===== config.mk =====
export PLATFORM = sky130hd
export DESIGN_NAME = alu_seq_flat
export DESIGN_NICKNAME = d
export VERILOG_FILES = /design/src/rtl/alu_seq_if.sv /design/src/rtl/alu_seq.sv /design/src/flat_wrapper.sv
export SDC_FILE = /design/constraint.sdc
export NUM_CORES = 1
export LEC_CHECK = 0
export CORE_ASPECT_RATIO = 1.5
export CORE_UTILIZATION = 45
export DETAILED_ROUTE_END_ITERATION = 8
export GPL_TIMING_DRIVEN = 0
export HOLD_SLACK_MARGIN = 0.1
export PLACE_DENSITY = 0.71
export SYNTH_ARGS = -nofsm -noshare
export SYNTH_HDL_FRONTEND = slang
export SYNTH_SLANG_ARGS = --single-unit

===== constraint.sdc =====
create_clock -name clk -period 1.9 [get_ports clk]
set_input_delay 0.285 -clock clk [delete_from_list [all_inputs] [get_ports clk]]
set_output_delay 0.285 -clock clk [all_outputs]
set_load 0.02 [all_outputs]

===== src/rtl/alu_seq_if.sv =====
// alu_seq_if: operation request and register-file writeback bundle for alu_seq.
interface alu_seq_if #(
    parameter int bw = 8,
    parameter int aw = 4
);
    logic          start;
    logic [2:0]    op;
    logic [bw-1:0] a;
    logic [bw-1:0] b;
    logic [aw-1:0] rd_in;
    logic [bw-1:0] d;
    logic [aw-1:0] rd;
    logic          writed;
    logic          busy;
    logic          zf;
    logic          cf;
    modport master(output start, op, a, b, rd_in, input d, rd, writed, busy, zf, cf);
    modport slave(input start, op, a, b, rd_in, output d, rd, writed, busy, zf, cf);
endinterface


===== src/rtl/alu_seq.sv =====
// alu_seq: single-issue ALU with registered writeback and flags.
// Define ALU_MUL_EN to include the bw-cycle shift-add multiplier for op 111.
module alu_seq #(
    parameter int bw = 8,
    parameter int aw = 4
) (
    input logic clk,
    input logic rst,
    alu_seq_if.slave bus
);
    localparam int sw = bw > 1 ? $clog2(bw) : 1;
`ifdef ALU_MUL_EN
    typedef enum logic [1:0] {IDLE, MUL, WB} state_t;
`else
    typedef enum logic [1:0] {IDLE, WB} state_t;
`endif
    state_t state;
    logic [bw:0] res;
    logic [sw-1:0] sh;
    assign sh = bus.b[sw-1:0];
    // res[bw] carries the flag: carry, borrow or last bit shifted out
    always_comb begin
        res = '0;
        case (bus.op)
            3'b000: res = {1'b0, bus.a} + {1'b0, bus.b};
            3'b001: res = {1'b0, bus.a} - {1'b0, bus.b};
            3'b010: res = {1'b0, bus.a & bus.b};
            3'b011: res = {1'b0, bus.a | bus.b};
            3'b100: res = {1'b0, bus.a ^ bus.b};
            3'b101: res = {1'b0, bus.a} << sh;
            3'b110: {res[bw-1:0], res[bw]} = {bus.a, 1'b0} >> sh;
            default: res = '0;
        endcase
    end
`ifdef ALU_MUL_EN
    logic [2*bw-1:0] p;
    logic [2*bw-1:0] pn;
    logic [bw-1:0]   mc;
    logic [sw-1:0]   cnt;
    logic [aw-1:0]   rd_q;
    logic [bw:0]     sum;
    // p holds {partial high, remaining multiplier}; shifted right every iteration
    assign sum = {1'b0, p[2*bw-1:bw]} + (p[0] ? {1'b0, mc} : '0);
    assign pn = {sum, p[bw-1:1]};
`endif
    always_ff @(posedge clk or negedge rst) begin
        if (!rst) begin
            state <= IDLE;
            bus.d <= '0;
            bus.rd <= '0;
            bus.writed <= 1'b0;
            bus.busy <= 1'b0;
            bus.zf <= 1'b0;
            bus.cf <= 1'b0;
`ifdef ALU_MUL_EN
            p <= '0;
            mc <= '0;
            cnt <= '0;
            rd_q <= '0;
`endif
        end else begin
            bus.writed <= 1'b0;
            case (state)
                IDLE: if (bus.start) begin
                    if (bus.op != 3'b111) begin
                        state <= WB;
                        bus.busy <= 1'b1;
                        bus.writed <= 1'b1;
                        bus.d <= res[bw-1:0];
                        bus.rd <= bus.rd_in;
                        bus.cf <= res[bw];
                        bus.zf <= res[bw-1:0] == '0;
                    end
`ifdef ALU_MUL_EN
                    else begin
                        state <= MUL;
                        bus.busy <= 1'b1;
                        mc <= bus.a;
                        p <= {{bw{1'b0}}, bus.b};
                        cnt <= '0;
                        rd_q <= bus.rd_in;
                    end
`endif
                end
`ifdef ALU_MUL_EN
                MUL: begin
                    p <= pn;
                    cnt <= cnt + 1'b1;
                    if (cnt == sw'(bw - 1)) begin
                        state <= WB;
                        bus.writed <= 1'b1;
                        bus.d <= pn[bw-1:0];
                        bus.rd <= rd_q;
                        bus.cf <= |pn[2*bw-1:bw];
                        bus.zf <= pn[bw-1:0] == '0;
                    end
                end
`endif
                default: begin
                    state <= IDLE;
                    bus.busy <= 1'b0;
                end
            endcase
        end
    end
endmodule


===== src/flat_wrapper.sv =====
// flat-port wrapper written by rule: the top's interface ports become plain ports
module alu_seq_flat 
#(
    parameter int bw = 8,
    parameter int aw = 4
)
  (clk, rst, bus_start, bus_op, bus_a, bus_b, bus_rd_in, bus_d, bus_rd, bus_writed, bus_busy, bus_zf, bus_cf);
  alu_seq_if #(.bw(bw), .aw(aw)) bus_i ();
  input logic clk;
  input logic rst;
  input wire logic [$bits(bus_i.start)-1:0] bus_start;
  input wire logic [$bits(bus_i.op)-1:0] bus_op;
  input wire logic [$bits(bus_i.a)-1:0] bus_a;
  input wire logic [$bits(bus_i.b)-1:0] bus_b;
  input wire logic [$bits(bus_i.rd_in)-1:0] bus_rd_in;
  output wire logic [$bits(bus_i.d)-1:0] bus_d;
  output wire logic [$bits(bus_i.rd)-1:0] bus_rd;
  output wire logic [$bits(bus_i.writed)-1:0] bus_writed;
  output wire logic [$bits(bus_i.busy)-1:0] bus_busy;
  output wire logic [$bits(bus_i.zf)-1:0] bus_zf;
  output wire logic [$bits(bus_i.cf)-1:0] bus_cf;
  assign bus_i.start = bus_start;
  assign bus_i.op = bus_op;
  assign bus_i.a = bus_a;
  assign bus_i.b = bus_b;
  assign bus_i.rd_in = bus_rd_in;
  assign bus_d = bus_i.d;
  assign bus_rd = bus_i.rd;
  assign bus_writed = bus_i.writed;
  assign bus_busy = bus_i.busy;
  assign bus_zf = bus_i.zf;
  assign bus_cf = bus_i.cf;
  alu_seq #(.bw(bw), .aw(aw)) u_core (.clk(clk), .rst(rst), .bus(bus_i));
endmodule

# == After elaboration in Yosys (flattened, before gate mapping) ==
# Index checks and enable logic that the tools add are counted.
# word_totals
register_bits,18
out_inout_bits,16
inputBits,26
word_cells,38
# classes
mux,10
n_eq_ne,9
add_sub_neg,2
bitwise_logic,3
n_shift,2
reduce_logical,5
# op_table
op,n
$pmux W9 S7,1
$add A8 B8 Y9,1
$eq A3 B3 Y1 const B,3
$shl A8 B3 Y9,1
$shr A9 B3 Y9,1
$sub A8 B8 Y9,1
$and A8 B8 Y8,1
$logic_not A8 Y1,1
$or A8 B8 Y8,1
$xor A8 B8 Y8,1
$eq A3 B2 Y1 const B,2
$mux W1,6
$mux W2,3
$eq A3 B1 Y1 const B,1
$logic_not A3 Y1,1
$ne A3 B3 Y1 const B,1
$reduce_and A3 Y1,1
$logic_not A2 Y1,1
$ne A2 B1 Y1 const B,1
$ne A2 B2 Y1 const B,1
$reduce_and A2 Y1,1

# == Longest topological paths before layout ==
# logic_depth
depth_word,4
ltp_mapped,16
depth_no_buf,13

# == Worst setup path after synthesis ==
# Ideal clock, no wire load.
# synth_path
path_type,input to register
start,input port bus_op[1]
end,register u_core.bus.zf
slack_ps,-1188
n_path_buf,1
setup_ps,122
arrival_time_ps,2967
required_ps,1778
stages,13
cell_sequence,clkbuf_1 > nor2_1 > inv_1 > nor2_1 > mux2i_1 > ha_1 > nor2b_1 > o221a_2 > o31ai_1 > mux2i_1 > a211o_1 > nor2_1 > a32o_1
# synth_via
elab_chain_cells,3
word_cells_on_any_way,11
classes_between,eq/ne: 7; mux: 1; reduce/logical: 3
# synth_rtl
element,line,rtl
from (decl),flat_wrapper.sv:12,input wire logic [$bits(bus_i.op)-1:0] bus_op;
"$eq A3 B3 Y1, or another cell as far along",alu_seq.sv:24,case (bus.op)
$pmux W9 S7,alu_seq.sv:24,
$logic_not A8 Y1,alu_seq.sv:72,bus.zf <= res[bw-1:0] == '0;
to (signal assigned),alu_seq.sv:53,bus.zf <= 1'b0;
to (signal assigned),alu_seq.sv:72,
to (decl),alu_seq_if.sv:18,"modport slave(input start, op, a, b, rd_in, output d, rd, writed, busy, zf, cf);"
# Parallel ways exist; a longest one is shown, timed or not.
# A chain may end at the register's enable or synchronous reset.

# == Final worst setup path ==
# Ends and elaborated chain as after synthesis.

==> metrics.log <==
INFO  metric outcome = finished with violations
INFO  metric violations = negative setup slack
INFO  metric route.antenna.remaining_nets = 0
INFO  metric setup.worst_path.start_class = primary input
INFO  metric cts_root_buffer = clkbuf_8
INFO  metric clock_sinks = 16
INFO  metric yosysMostFrequentCell = nand2_1
INFO  metric core_area = 4580 um^2
INFO  metric power_density = 539 nW/um^2
INFO  metric tightestPinTransition = 692 ps
INFO  metric post-synth-top-area-fraction = 0.183
INFO  metric critical_path_arrival = 2770 ps
INFO  metric critical_path.max_fanout = 4
INFO  metric clock_tree.htree_level_count = 1
INFO  metric remaining_drc_errors = 0
INFO  metric syn_area = 2190 um^2
INFO  metric finalSetupViolations = 9
INFO  metric synth.yosys.seq_area_share = 0.183
INFO  metric timing.max_cap.violations = 0
INFO  metric io_pins = 42
INFO  metric hold_class = primary input to async pin
INFO  metric cts_bufs_inserted = 3
INFO  metric min_period_over_period = 1.39
INFO  metric number_of_distinct_library_cell_variants_in_the_gate_level_netlist_after_synthesis = 52
INFO  metric area_added_between_synthesis_and_finish = 50.5%
INFO  metric port-buffer-count = 39
INFO  metric drt_first_iter_violations = 132
INFO  metric fmax = 379 MHz
INFO  metric start_util = 0.478
INFO  metric final-max-slew-violation-count = 0
INFO  metric routabilityCongestion = 0.926
INFO  metric minimum_setup_slack_in_the_final_design = -735 ps
INFO  metric first_global_vias = 2318
INFO  metric groute.usage.overall = 0.276
INFO  metric synth_edf_count = 0
INFO  metric rows = 30
INFO  metric synth-async-reset-ratio = 1.00
INFO  metric drive_gt1_frac = 0.283
INFO  metric slew-limit-headroom = 0.537
INFO  metric count_of_warnings_emitted_by_yosys = 0
INFO  metric synth.top_cells.by_count = 41 x nand2_1, 26 x ha_1, 21 x inv_1, 17 x nor2_1, 16 x dfrtp_1
INFO  metric largest_net_degree_at_the_start_of_global_routing = 17
INFO  metric clkLatencyLatePin = 250 ps
INFO  metric p_leak = 1.47 nW
INFO  metric syn_area_per_cell = 8.22 um^2
INFO  metric skew = 5.22 ps
INFO  metric grt_pass1_wl = 10900 um
INFO  metric ctsHoldBuffers = 0
INFO  metric synthesis.nets = 319
INFO  metric rsz0062_at_grt = true
INFO  metric endpoint_kind = flip-flop
INFO  metric clockBufferDepth = 2
INFO  metric die_area = 5150 um^2
INFO  metric placed_cell_count = 369
INFO  metric synth_ff_type = dfrtp_1
INFO  metric die-height = 87.4 um
INFO  metric final_hold_violating_endpoints = 0
INFO  metric firstDrtPassIters = 4
INFO  metric post_drt_wl_per_cell = 17.2 um
INFO  metric syn_inst = 266
INFO  metric synth_top_cell_by_area = dfrtp_1
INFO  metric finalWorstPathRequiredPeriod = 2640 ps
INFO  metric netlist_top_cells_area = dfrtp_1 18%, ha_1 15%, mux4_2 9.3%, nand2_1 7.0%, inv_1 3.6%
INFO  metric cts.reportedPaths.clkPinSlew = 60 ps
INFO  metric clock_tree_from_tritoncts = done
INFO  metric post_layout_nonfiller_instances = 403
INFO  metric critical_path_class = primary input to flip-flop
INFO  metric design.final.nets = 393
INFO  metric critical_path_required = 2040 ps
INFO  metric globalRouteOverflowTotal = 0
INFO  metric pre_cts_slack = -1700 ps
INFO  metric antenna_cells_inserted = 0
INFO  metric detail_route.wirelength = 6920 um
INFO  metric via_per_inst = 5.82
INFO  metric dp.final_hpwl = 5110 um
INFO  metric ir_worst_vdd = 0.303 mV
INFO  metric die_width = 58.9 um
INFO  metric synth-seq-cells = 16
INFO  metric num_vias = 2345
INFO  metric grt_antenna_before_repair = 0
[per-layer routing]
| layer | GRT usage | up-vias | part of all wire |
|---|---|---|---|
| met4 | 0.126 | 0 | 0.056 |
| met2 | 0.536 | 130 | 0.54 |
| met1 | 0.291 | 1069 | 0.35 |
| met5 | 0 | - | 0 |
| met3 | 0.0193 | 33 | 0.056 |
| li1 | - | 1113 | - |
[power by group]
group | total (mW) | leakage [nW] | switching (mW) | internal [mW]
Sequential | 0.426 | 0.199 | 0.0269 | 0.399
Clock | 0.292 | 0.0288 | 0.108 | 0.184
Combinational | 1.06 | 1.24 | 0.538 | 0.518
[worst max-delay path, stage by stage]
cell	delay, ps
buf_12	100
clkbuf_16	130
nor2_4	120
inv_2	70
nor2_4	180
nor2_2	70
xnor2_2	140
ha_2	220
or2_4	260
o221a_4	240
buf_6	120
o22ai_2	110
xor2_1	90
o211ai_1	290
nor2_2	80
a32o_1	250
[timing repair]
item | CTS | global route
setup buffers | 19 | 11
resized for setup | 50 | 20
gates cloned | 0 | 0
setup endpoints to repair | 10 | 9
pin swaps | 26 | 13
[final cells by class]
| type | instances | area (um^2) |
|---|---|---|
| Buffer | 14 | 148 |
| Tap cell | 64 | 80.1 |
| Fill cell | 358 | 1290 |
| Sequential cell | 16 | 400 |
| Clock buffer | 4 | 55.1 |
| Multi-Input combinational cell | 214 | 1870 |
| Inverter | 22 | 91.3 |
| Timing Repair Buffer | 69 | 649 |
[layout by cell type (no fill, tap or decap), drive strengths merged, types with 4 or more instances in the layout]
cell type	n
a21o	4
a21oi	10
a22oi	7
a31oi	5
and3	4
buf	41
clkbuf	10
clkdlybuf4s50	32
dfrtp	16
ha	26
inv	21
mux2i	5
mux4	10
nand2	41
nand2b	4
nand3	4
nor2	17
nor2b	8
nor3	4
o21ai	15
xnor2	8
[metrics by stage]
stage | utilization | power (mW) | hold WS, ps | instance area (um^2) | setup TNS, ps
2_1_floorplan | - | 0.965 | -10.6 | 2320 | -3280
3_3_place_gp | 0.610 | 1.28 | 456 | 2800 | -13200
3_5_place_dp | 0.610 | 1.29 | 461 | 2800 | -13480
4_1_cts | 0.678 | 1.67 | 470 | 3100 | -3850
5_1_grt | 0.719 | 1.87 | 489 | 3290 | -5250
6_report | 0.719 | 1.77 | 456 | 3290 | -4270
[final timing paths]
kind                                  from                to  slack [ps]  depth (start not counted)
setup / recovery                 bus_op[1]     u_core.bus.zf        -740                         16
hold / removal                         rst   u_core.bus.d[4]         460                          1
setup reg to reg           u_core.state[0]     u_core.bus.zf         360                          6
hold reg to reg            u_core.bus.d[5]   u_core.bus.d[5]         470                          2
max in group asynchronous              rst  u_core.bus.rd[3]        1000                          1
min in group clk           u_core.bus.d[5]   u_core.bus.d[5]         470                          2
[logic make-up after synthesis]
logic type,Yosys count,synth area share
buf+inv,36,0.0709
xor+xnor,11,0.0441
mux,15,0.128
fa+ha+maj,27,0.158
simple gates,91,0.193
flops,16,0.183
compound gates,70,0.223
[state kept, by name, indices dropped and copies added (netlist names)]
register and count:
u_core.state 1, u_core.bus.cf 1, u_core.bus.zf 1, u_core.bus.writed 1
u_core.bus.d 8, u_core.bus.rd 4
(Power assumes the default switching activity.)
